File: src/rtl/cpu_pkg.sv
// cpu_pkg: definitions shared by the control unit and its instruction decoder.
//   - opcode constants, as they appear in IR[31:27]
//   - ALU operation select codes driven on CONTROL
//   - control-unit state encoding (also exported on the State debug port)
//   - instruction class used to steer the T3..T6 sequence
package cpu_pkg;

   // Opcodes (IR[31:27])
   localparam logic [4:0] OpAdd  = 5'b00011;
   localparam logic [4:0] OpSub  = 5'b00100;
   localparam logic [4:0] OpShr  = 5'b00101;
   localparam logic [4:0] OpShl  = 5'b00110;
   localparam logic [4:0] OpRor  = 5'b00111;
   localparam logic [4:0] OpRol  = 5'b01000;
   localparam logic [4:0] OpAnd  = 5'b01001;
   localparam logic [4:0] OpOr   = 5'b01010;
   localparam logic [4:0] OpMul  = 5'b01111;
   localparam logic [4:0] OpDiv  = 5'b10000;
   localparam logic [4:0] OpNop  = 5'b11010;
   localparam logic [4:0] OpHalt = 5'b11011;

   // ALU operation select codes
   localparam logic [3:0] CtlAnd = 4'd0;
   localparam logic [3:0] CtlOr  = 4'd1;
   localparam logic [3:0] CtlAdd = 4'd2;
   localparam logic [3:0] CtlSub = 4'd3;
   localparam logic [3:0] CtlShr = 4'd4;
   localparam logic [3:0] CtlShl = 4'd5;
   localparam logic [3:0] CtlRor = 4'd6;
   localparam logic [3:0] CtlRol = 4'd7;
   localparam logic [3:0] CtlMul = 4'd8;
   localparam logic [3:0] CtlDiv = 4'd9;

   // Control-unit states; the numeric values are visible on the State port.
   typedef enum logic [3:0] {
      StIdle = 4'd0,
      StT0   = 4'd1,
      StT1   = 4'd2,
      StT2   = 4'd3,
      StT3   = 4'd4,
      StT4   = 4'd5,
      StT5   = 4'd6,
      StT6   = 4'd7,
      StHalt = 4'd8
   } state_e;

   // Instruction classes
   typedef enum logic [2:0] {
      ClsAlu     = 3'd0,
      ClsMulDiv  = 3'd1,
      ClsNop     = 3'd2,
      ClsHalt    = 3'd3,
      ClsIllegal = 3'd4
   } op_class_e;

endpackage

File: src/rtl/ir_decode.sv
// ir_decode: purely combinational instruction field extractor and classifier.
// Ports:
//   ir_i        instruction word
//   opcode_o    IR[31:27]
//   ra_o        IR[26:23]
//   rb_o        IR[22:19]
//   rc_o        IR[18:15]
//   op_class_o  ALU, MUL/DIV, NOP, HALT or illegal
//   control_o   ALU operation select (0 for anything that is not ALU/MUL/DIV)
module ir_decode
   import cpu_pkg::*;
(
   input  logic [31:0] ir_i,
   output logic [4:0]  opcode_o,
   output logic [3:0]  ra_o,
   output logic [3:0]  rb_o,
   output logic [3:0]  rc_o,
   output op_class_e   op_class_o,
   output logic [3:0]  control_o
);

   logic [4:0] opcode;

   assign opcode   = ir_i[31:27];
   assign opcode_o = opcode;
   assign ra_o     = ir_i[26:23];
   assign rb_o     = ir_i[22:19];
   assign rc_o     = ir_i[18:15];

   always_comb begin
      op_class_o = ClsIllegal;
      control_o  = CtlAnd;
      case (opcode)
         OpAnd:  begin op_class_o = ClsAlu;    control_o = CtlAnd; end
         OpOr:   begin op_class_o = ClsAlu;    control_o = CtlOr;  end
         OpAdd:  begin op_class_o = ClsAlu;    control_o = CtlAdd; end
         OpSub:  begin op_class_o = ClsAlu;    control_o = CtlSub; end
         OpShr:  begin op_class_o = ClsAlu;    control_o = CtlShr; end
         OpShl:  begin op_class_o = ClsAlu;    control_o = CtlShl; end
         OpRor:  begin op_class_o = ClsAlu;    control_o = CtlRor; end
         OpRol:  begin op_class_o = ClsAlu;    control_o = CtlRol; end
         OpMul:  begin op_class_o = ClsMulDiv; control_o = CtlMul; end
         OpDiv:  begin op_class_o = ClsMulDiv; control_o = CtlDiv; end
         OpNop:  op_class_o = ClsNop;
         OpHalt: op_class_o = ClsHalt;
         default: op_class_o = ClsIllegal;
      endcase
   end

endmodule

File: src/rtl/control_unit.sv
// control_unit: hardwired sequencer for the datapath.
// Sequence: IDLE -> T0 (fetch addr) -> T1 (memory read, waits on MemReady)
//           -> T2 (load IR) -> T3..T6 (execute) -> T0 or IDLE; HALT parks the unit.
// Ports:
//   Clock, Clear      clock, synchronous active-high reset
//   Run               permits leaving IDLE / restarting from HALT
//   IR                instruction register contents
//   MemReady          memory data valid this cycle
//   PCout..lowin      datapath strobes
//   Rin, Rout         one-hot general register load/drive selects
//   CONTROL           ALU operation select
//   Halted            high while in HALT
//   State             current state encoding (debug)
module control_unit
   import cpu_pkg::*;
#(
   parameter int unsigned NREGS = 16
) (
   input  logic             Clock,
   input  logic             Clear,
   input  logic             Run,
   input  logic [31:0]      IR,
   input  logic             MemReady,
   output logic             PCout,
   output logic             Zhighout,
   output logic             Zlowout,
   output logic             MDRout,
   output logic             MARin,
   output logic             PCin,
   output logic             MDRin,
   output logic             IRin,
   output logic             Yin,
   output logic             IncPC,
   output logic             Read,
   output logic             Zhighin,
   output logic             Zlowin,
   output logic             highin,
   output logic             lowin,
   output logic [NREGS-1:0] Rin,
   output logic [NREGS-1:0] Rout,
   output logic [3:0]       CONTROL,
   output logic             Halted,
   output logic [3:0]       State
);

   state_e      state_q, state_d;
   logic [31:0] ir_q;
   logic        run_low_q, run_low_d;

   logic [31:0] ir_cur;
   logic [4:0]  opcode;
   logic [3:0]  ra, rb, rc;
   op_class_e   op_class;
   logic [3:0]  alu_ctl;
   logic [3:0]  src_a, src_b;
   logic        is_muldiv;

   logic        rin_en, rout_en;
   logic [3:0]  rin_idx, rout_idx;

   // The IR register is loaded at the end of T2, so it is first valid in T3.
   // Capture it there so T4..T6 keep decoding the same instruction.
   assign ir_cur = (state_q == StT3) ? IR : ir_q;

   ir_decode u_ir_decode (
      .ir_i       (ir_cur),
      .opcode_o   (opcode),
      .ra_o       (ra),
      .rb_o       (rb),
      .rc_o       (rc),
      .op_class_o (op_class),
      .control_o  (alu_ctl)
   );

   assign is_muldiv = (op_class == ClsMulDiv);
   // MUL/DIV have no destination field: their operands sit in the Ra/Rb fields.
   assign src_a     = is_muldiv ? ra : rb;
   assign src_b     = is_muldiv ? rb : rc;

   always_ff @(posedge Clock) begin
      if (Clear) begin
         state_q   <= StIdle;
         ir_q      <= '0;
         run_low_q <= 1'b0;
      end else begin
         state_q   <= state_d;
         run_low_q <= run_low_d;
         if (state_q == StT3) begin
            ir_q <= IR;
         end
      end
   end

   always_comb begin
      state_d   = state_q;
      run_low_d = 1'b0;
      PCout     = 1'b0;
      Zhighout  = 1'b0;
      Zlowout   = 1'b0;
      MDRout    = 1'b0;
      MARin     = 1'b0;
      PCin      = 1'b0;
      MDRin     = 1'b0;
      IRin      = 1'b0;
      Yin       = 1'b0;
      IncPC     = 1'b0;
      Read      = 1'b0;
      Zhighin   = 1'b0;
      Zlowin    = 1'b0;
      highin    = 1'b0;
      lowin     = 1'b0;
      CONTROL   = 4'd0;
      rin_en    = 1'b0;
      rout_en   = 1'b0;
      rin_idx   = 4'd0;
      rout_idx  = 4'd0;

      case (state_q)
         StIdle: begin
            if (Run) state_d = StT0;
         end
         StT0: begin
            PCout   = 1'b1;
            MARin   = 1'b1;
            IncPC   = 1'b1;
            Zlowin  = 1'b1;
            state_d = StT1;
         end
         StT1: begin
            Read  = 1'b1;
            MDRin = 1'b1;
            // PC update only on the completing cycle, so a wait never re-loads it.
            if (MemReady) begin
               Zlowout = 1'b1;
               PCin    = 1'b1;
               state_d = StT2;
            end
         end
         StT2: begin
            MDRout  = 1'b1;
            IRin    = 1'b1;
            state_d = StT3;
         end
         StT3: begin
            case (op_class)
               ClsAlu, ClsMulDiv: begin
                  rout_en  = 1'b1;
                  rout_idx = src_a;
                  Yin      = 1'b1;
                  state_d  = StT4;
               end
               ClsHalt: state_d = StHalt;
               default: state_d = Run ? StT0 : StIdle;
            endcase
         end
         StT4: begin
            rout_en  = 1'b1;
            rout_idx = src_b;
            CONTROL  = alu_ctl;
            Zlowin   = 1'b1;
            Zhighin  = is_muldiv;
            state_d  = StT5;
         end
         StT5: begin
            Zlowout = 1'b1;
            if (is_muldiv) begin
               lowin   = 1'b1;
               state_d = StT6;
            end else begin
               rin_en  = 1'b1;
               rin_idx = ra;
               state_d = Run ? StT0 : StIdle;
            end
         end
         StT6: begin
            Zhighout = 1'b1;
            highin   = 1'b1;
            state_d  = Run ? StT0 : StIdle;
         end
         StHalt: begin
            // Restart needs Run to have been seen low first; a stuck-high Run stays halted.
            run_low_d = run_low_q | ~Run;
            if (run_low_q && Run) state_d = StIdle;
         end
         default: state_d = StIdle;
      endcase
   end

   // One-hot register selects; an index beyond NREGS-1 selects nothing.
   always_comb begin
      Rin  = '0;
      Rout = '0;
      for (int unsigned i = 0; i < NREGS; i++) begin
         Rin[i]  = rin_en  && (32'(rin_idx)  == i);
         Rout[i] = rout_en && (32'(rout_idx) == i);
      end
   end

   assign Halted = (state_q == StHalt);
   assign State  = state_q;

   logic unused_opcode;
   assign unused_opcode = ^opcode;

endmodule

File: config.mk
export PLATFORM = sky130hd
export DESIGN_NAME = control_unit
export DESIGN_NICKNAME = d
export VERILOG_FILES = /design/src/rtl/cpu_pkg.sv /design/src/rtl/ir_decode.sv /design/src/rtl/control_unit.sv
export SDC_FILE = /design/constraint.sdc
export NUM_CORES = 1
export LEC_CHECK = 0
export CAP_MARGIN = 0
export CORE_ASPECT_RATIO = 0.5
export CORE_MARGIN = 2
export CORE_UTILIZATION = 55
export DETAILED_ROUTE_END_ITERATION = 10
export DONT_BUFFER_PORTS = 1
export GPL_ROUTABILITY_DRIVEN = 0
export PLACE_DENSITY = 0.7
export SYNTH_ARGS = -nofsm -noshare
export SYNTH_HDL_FRONTEND = slang
export SYNTH_HIERARCHICAL = 1
export SYNTH_SLANG_ARGS = --single-unit
File: constraint.sdc
create_clock -name Clock -period 5 [get_ports Clock]
set_clock_uncertainty 0.15 [all_clocks]
set_input_delay 1 -clock Clock [delete_from_list [all_inputs] [get_ports Clock]]
set_output_delay 1 -clock Clock [all_outputs]
set_load 0.01 [all_outputs]
[Word level (Yosys, flattened, before mapping)]
Index checks and enable logic that the tools add are counted.
Operators by class
  $add $sub $neg: 0
  $mul: 0
  div/mod/pow operators: 0
  magnitude comparators: 0
  equality and inequality tests: 55
  shifts and indexed selects: 0
  multiplexer cells: 33
  bitwise logic cells: 3
  reduce and logical (&&, ||, !) cells: 43
Operator list (count)
  $pmux W4 S9: 2
  $eq A4 B4 Y1 const B: 17
  $eq A4 B3 Y1 const B: 12
  $mux W4: 9
  $logic_and A1 B1 Y1: 33
  $mux W32: 1
  $eq A4 B2 Y1 const B: 6
  $eq A5 B3 Y1 const B: 4
  $eq A5 B4 Y1 const B: 4
  $pmux W4 S2: 2
  $eq A5 B5 Y1 const B: 3
  $mux W1: 15
  $eq A4 B1 Y1 const B: 3
  $logic_not A4 Y1: 3
  $pmux W3 S4: 1
  $reduce_or A2 Y1: 4
  $reduce_or A8 Y1: 1
  $eq A5 B2 Y1 const B: 1
  $ne A2 B2 Y1 const B: 2
  $pmux W1 S2: 2
  $eq A3 B1 Y1 const B: 1
  $eq A3 B2 Y1 const B: 1
  $logic_not A3 Y1: 1
  $mux W3: 1
  other kinds (4): 5
Word-level totals
  bits in registers: 37
  latch bits: 0
  bits in writable memories: 0
  memory bits (read-only): 0
  bits of input ports: 36
  output and inout port bits: 56
  logic and storage cells: 138
  memories kept: 0

[Depth between registers and ports, before layout]
Gate-level depths: netlist (run 1).
  depth in word-level cells: 11
  gate-level depth with buffers: 13
  depth with buffers taken out: 9

[Hierarchy]
The synthesis (run 1) kept the hierarchy.
Modules (own cells, without submodules)
  control_unit: times used 1, cells an instance 260, area an instance 2259.7 um^2, seq. area each 740.7 um^2
  ir_decode: times used 1, cells an instance 46, area an instance 320.3 um^2, seq. area each 0.0 um^2

[Worst setup path after synthesis (run 1)]
Ideal clock, no wire load.
  kind: register to output
  from: register state_q[1], in the netlist State[1]
  to: output port Rout[0]
  data arrival time: 3467 ps
  required time: 3850 ps
  slack: 383 ps
  stages on the path, launching flop included: 12
  path through: dfxtp_1 > nor4b_4 > buf_2 > mux2_2 > or3_1 > nand3_1 > nand3_1 > buf_6 > or3b_4 > or3_1 > a32o_1 > nor3b_1
Between the ends
  word-level cells in the longest chain between the ends: 11
  elaborated cells on any way between the ends: 29
  those cells by class: eq/ne (15); mux (8); reduce/logical (6)
Ends and longest elaborated chain
  from (decl): RTL line control_unit.sv:46  | state_e state_q, state_d;
  from (signal assigned): RTL line control_unit.sv:82  | state_q <= StIdle;
  from (signal assigned): RTL line control_unit.sv:86  | state_q <= state_d;
  $eq A4 B3 Y1 *: RTL line control_unit.sv:63  | assign ir_cur = (state_q == StT3) ? IR : ir_q;
  $mux W32 *
  named net ir_cur[30]: RTL line control_unit.sv:50  | logic [31:0] ir_cur;
  $eq A5 B4 Y1 (tied with other cells): RTL line ir_decode.sv:33  | case (opcode)
  $reduce_or A8 Y1 (no line) / $reduce_or A2 Y1 (equally long branches)
  $pmux W3 S4 *: RTL line ir_decode.sv:33
  named net op_class[2]: RTL line control_unit.sv:53  | op_class_e op_class;
  $eq A3 B1 Y1 / $logic_not A3 Y1 (equally long branches): RTL line control_unit.sv:75, control_unit.sv:145
  $mux W4 / $reduce_or A2 Y1 (equally long branches): RTL line control_unit.sv:77, control_unit.sv:145
  $mux W4: RTL line control_unit.sv:145  | case (op_class)
  $pmux W4 S2: RTL line control_unit.sv:118  | case (state_q)
  $logic_not A4 Y1: RTL line control_unit.sv:195  | Rout[i] = rout_en && (32'(rout_idx) == i);
  $logic_and A1 B1 Y1 *: RTL line control_unit.sv:195
  to (decl): RTL line control_unit.sv:40  | output logic [NREGS-1:0] Rout,
Mark *: on every way through the listed nets, which the timed path passes. The rest lies on a longest branch.

[Worst setup path after layout (run 1)]
  from: register state_q[0], in the netlist State[0]
  to: output port Rout[0]
Same word-level chain as after synthesis.

==> results.txt, run 1 <==
Non-filler cells, final = 296
Min Hold Slack = 0.385 ns
Clk buf depth = 2
Chip Height = 46.4 microns
Root Driver = clkbuf_8
Startpoint types = flop
Mapped Area = 1980 sq um
Initial antenna violation count = 0
# setup viols final = 0
Residual DRC = 0
Crit-path max cell delay = 0.46 ns
Initial DRC Count = 77
Port bufs = 0
Rel. slew slack = 0.402
Power Density = 262 nW/um^2
Worst Max-Slew Pin Slew = 0.891 ns
Lkg Pwr = 0.000739 uW
Fillers = 300
Placed Cells = 287
Antenna cells = 0
Die Wd = 88.8 microns
CP max FO = 13
Top delay family on crit path = simple AND/OR/NAND/NOR gates
Drt pass-1 iters = 4
Max Slew Vio Count = 0
Share of layout cells above drive strength 1 = 0.233
Largest net degree at the start of global routing = 22
Worst Path Buf+Inv = 2
Commonest non-fill, non-tap cell in the layout = nor2_1
Critical path endpoint category = primary output
Commonest cells after routing, fill and taps aside = 40 x nor2_1, 22 x dfxtp_1, 21 x nor2b_1, 21 x buf_4, 17 x mux2_2
Kind of critical path = reg -> out
Critical Path, Cell by Cell = nor4b_4 -> buf_4 -> mux2_2 -> or3_1 -> a21boi_0 -> o21ai_1 -> or3b_4 -> or3_1 -> a32oi_2 -> nor3b_1 -> buf_4
Crit share post-route = 0.969
Hold_buf cts = 0
Final hold vios = 0
Die ar. = 4120 sq um
I/O pins = 92
H-tree Lvls = 1
Syn Nets = 292
Final WL = 4540 microns
Core footprint = 3430 sq um
Post-route ant nets = 0
Max-Cap Viols = 0
Syn avg cell area = 7.73 sq um
Worst path slowest cell = or3b_4
Required time of the critical path = 3.85 ns
Layout Utilization = 0.600
Pre-CTS setup slack = 0.218 ns
Worst Hold Class = reg -> reg
Min Tclk post-route = 4.84 ns
Yosys warning count = 6
Clock sink count = 22
Vias in the first global route = 1,405
Status = finished clean
Setup WS post-layout = 0.157 ns
Fmax = 206 MHz
Starting Density = 0.576
DP HPWL = 3320 microns
First-pass GRT wire length = 6710 microns
CTS Buf Count = 3
Sequential cell area = 440 sq um
DR vias/cell = 5.80
Nets = 282
Arrival @ worst endpoint = 3.69 ns
Mapped Cells = 256
Clock Pin Slew Worst Setup and Hold Paths = 0.08 ns
Multi-input logic area = 1340 sq um
Clock Latency Late Sink = 0.27 ns
Area grow syn2layout = 4.05%
VDD IR max = 0.116 mV
CTS tree = done
GR Overflow Total = 0
DR WL/cell = 15.3 microns
Vias = 1,718
Num rows = 15
Gr usage total = 0.216
state kept, by name, indices dropped and copies added, names as in the netlist:
register and cells:
State 4, run_low_q 1, ir_q 17
what timing repair did:
action	CTS	global route
setup endpoints to repair	3	14
resized for setup	0	6
pin swaps	1	0
buffers inserted	1	4
hold endpoints to repair	0	0
cell type report:
cell class              instances  share of cell area
multi-input cells             198               0.652
clock buffers                   4              0.0267
repair buffers                 21              0.0765
flip-flops and latches         22               0.214
well taps                      51              0.0310
tightest hold or removal path, cell delays in order, from the launching register on:
cell and delay (ns):
dfxtp_1 0.32, nor2b_1 0.12, nor3b_1 0.06
power by group:
group / total [uW] / internal [uW] / switching, uW
clock: 131 / 70.3 / 60.4
combinational: 215 / 90.4 / 125
sequential: 193 / 188 / 5.34
metrics by stage:
stage / area, sq um / setup TNS (ns) / total power (uW)
2_1_floorplan: 1980 / 0 / 396
3_3_place_gp: 1930 / 0 / 396
3_5_place_dp: 1930 / 0 / 403
4_1_cts: 1990 / 0 / 534
5_1_grt: 2060 / -0.00779 / 574
6_report: 2060 / 0 / 539
layer usage:
metal / vias to the layer above / global-route usage / share of wire
met5: - / 0 / 0
met1: 812 / 0.267 / 0.46
met2: 48 / 0.358 / 0.47
met3: 6 / 0.0753 / 0.061
li1: 852 / - / -
met4: 0 / 0.0727 / 0.012
path summary, 6_finish.rpt:
path / start / to / slack [ns] / cells past startpoint
setup / recovery: State[0] / Rout[0] / 0.16 / 11
hold reg to reg: run_low_q / run_low_q / 0.39 / 2
hold / removal: run_low_q / run_low_q / 0.39 / 2
setup reg to reg: State[0] / State[0] / 1.74 / 11
Note: power is estimated with default switching activity, not from simulation.
==> inputs of run 2 (changes only) <==
--- a/config.mk
+++ b/config.mk
@@ -5,6 +5,7 @@
 export SDC_FILE = /design/constraint.sdc
 export NUM_CORES = 1
 export LEC_CHECK = 0
+export ABC_AREA = 1
 export CAP_MARGIN = 0
 export CORE_ASPECT_RATIO = 0.5
 export CORE_MARGIN = 2
@@ -12,7 +13,7 @@
 export DETAILED_ROUTE_END_ITERATION = 10
 export DONT_BUFFER_PORTS = 1
 export GPL_ROUTABILITY_DRIVEN = 0
-export PLACE_DENSITY = 0.7
+export PLACE_DENSITY_LB_ADDON = 0.25
 export SYNTH_ARGS = -nofsm -noshare
 export SYNTH_HDL_FRONTEND = slang
 export SYNTH_HIERARCHICAL = 1
==> constraint.sdc (replaced) <==
create_clock -name Clock -period 4.2 [get_ports Clock]
set_clock_uncertainty 0.15 [all_clocks]
set_input_delay 0.84 -clock Clock [delete_from_list [all_inputs] [get_ports Clock]]
set_output_delay 0.84 -clock Clock [all_outputs]
set_load 0.01 [all_outputs]
==> results.txt, run 2 <==
DP HPWL = 3530 microns (+6.2%)
Dpl cell area = 1930 sq um (-0.19%)
Initial antenna violation count = 0 (unchanged)
Antenna cells = 0 (unchanged)
CTS tree = done
Vias in the first global route = 1,536 (+9.3%)
Max Slew Vio Count = 0 (unchanged)
Flop2flop setup slack = 1.48 ns (-0.26 ns)
Initial DRC Count = 77 (unchanged)
Largest net degree at the start of global routing = 23 (+4.5%)
Required time of the critical path = 3.21 ns (-0.64 ns)
Port bufs = 0 (unchanged)
Clock Latency Late Sink = 0.27 ns (about the same)
Crit share post-route = 0.957
First-pass GRT wire length = 6730 microns (+0.31%)
Fin area = 2230 sq um (+8.3%)
Status = finished clean
Post-route ant nets = 0 (unchanged)
GR Overflow Total = 0 (unchanged)
Mapped Cells = 335 (+31%)
Root Driver = clkbuf_8
Most used cell, CP = nor2_4
Top delay family on crit path = simple AND/OR/NAND/NOR gates
Arrival @ worst endpoint = 3.03 ns (-0.66 ns)
Commonest cells after routing, fill and taps aside = 64 x nor2_1, 49 x inv_1, 27 x nand2_1, 22 x nor2_4, 18 x dfxtp_1
Worst path slowest cell = dfxtp_2
Lkg Pwr = 0.00111 uW (+50%)
Mapped Area = 1990 sq um (+0.44%)
Chip Height = 46.5 microns (+0.20%)
Power Density = 230 nW/um^2 (-12%)
Clk buf depth = 2 (unchanged)
Min Tclk post-route = 4.02 ns
Placed Cells = 366 (+28%)
Clock sink count = 22 (unchanged)
Core footprint = 3450 sq um (+0.55%)
Setup WS post-layout = 0.181 ns (+0.0241 ns)
Syn Nets = 371 (+27%)
VDD IR max = 0.168 mV (+44%)
Max-Cap Viols = 0 (unchanged)
Clock Pin Slew Worst Setup and Hold Paths = 0.08 ns (about the same)
Residual DRC = 0 (unchanged)
Critical Path, Cell by Cell = inv_1 -> nand2_4 -> nor2_4 -> or2_2 -> o21ai_1 -> inv_2 -> inv_2 -> nand2_2 -> nor3_2 -> nor2_2 -> nand2_1 -> nor2_4 -> nor2_4 -> nand2_8 -> nand2_1 -> nand2_1 -> nor2_2 -> nor2_4 -> inv_2 -> nand2_2 -> nor2_2
Layout Utilization = 0.646 (+0.0464)
Kind of critical path = reg -> out
Register with the most flip-flops = ir_q
Yosys warning count = 6 (unchanged)
Commonest non-fill, non-tap cell in the layout = nor2_1
Crit-path max cell delay = 0.37 ns (-0.09 ns)
Die ar. = 4140 sq um (+0.41%)
H-tree Lvls = 1 (unchanged)
Vias = 1,962 (+14%)
Area grow syn2layout = 12.2%
CP max FO = 15 (+2)
Rel. slew slack = 0.625 (+0.224)
Syn avg cell area = 5.93 sq um (-23%)
Drt pass-1 iters = 4 (unchanged)
Starting Density = 0.576 (-0.000596)
Die Wd = 89.0 microns (+0.21%)
Nets = 362 (+28%)
DR WL/cell = 13.3 microns (-13%)
Min Hold Slack = 0.360 ns (-0.0252 ns)
Pre-CTS setup slack = 0.111 ns (-0.107 ns)
Worst Path Buf+Inv = 4 (+2)
Worst Hold Class = reg -> reg
Final WL = 5000 microns (+10%)
DR vias/cell = 5.23 (-9.9%)
Worst Max-Slew Pin Slew = 0.560 ns (-0.331 ns)
Hold_buf cts = 0 (unchanged)
Gr usage total = 0.215 (-0.00120)
# setup viols final = 0 (unchanged)
I/O pins = 92 (unchanged)
Final hold vios = 0 (unchanged)
Fmax = 249 MHz
Largest register FFs = 17 (unchanged)
Num rows = 15 (unchanged)
Critical path endpoint category = primary output
Share of layout cells above drive strength 1 = 0.343 (+0.110)
Startpoint types = flop
Non-filler cells, final = 375 (+27%)
CTS Buf Count = 3 (unchanged)
[run 2: report_power, final]
| part | internal (uW) | switching (uW) |
|---|---|---|
| combinational | 51.2 | 101 |
| sequential | 218 | 7.96 |
| clock | 64.2 | 70.8 |
[run 2: final cells by class]
type / count / area (sq um)
clock buffer: 3 / 41.3
tap: 51 / 63.8
sequential: 22 / 453
fill: 334 / 1220
inverter: 62 / 233
timing repair buffer: 13 / 97.6
multi-input combinational: 224 / 1340
[run 2: layer usage]
layer  GRT usage  share of wire
met5           0              0
met2       0.364           0.48
met1       0.284           0.44
met3      0.0609          0.067
met4      0.0299         0.0054
[run 2: worst paths after layout]
path	start	to	cells after the start
hold reg to reg	run_low_q	run_low_q	2
setup reg to reg	State[3]	State[2]	17
hold / removal	run_low_q	run_low_q	2
setup / recovery	State[3]	Rout[5]	21
[run 2: what timing repair did]
action                                  in CTS  in global routing
gates cloned                                 1                  0
endpoints found under the setup margin      17                 32
pin swaps                                    1                  5
buffers inserted                             0                  5
gates resized for setup                      7                 61
[run 2: tightest hold or removal path: cells and delay by family (launching register included)]
kind	cells	cell delay, ns
AND/OR/NAND/NOR	2	0.16
flip-flops	1	0.32
[run 2: metrics by stage]
step                      TNS (ns)  total power (uW)
after global placement           0               358
after detailed placement         0               361
after CTS                        0               498
after floorplan                  0               353
final                            0               513
after global routing        -0.375               538
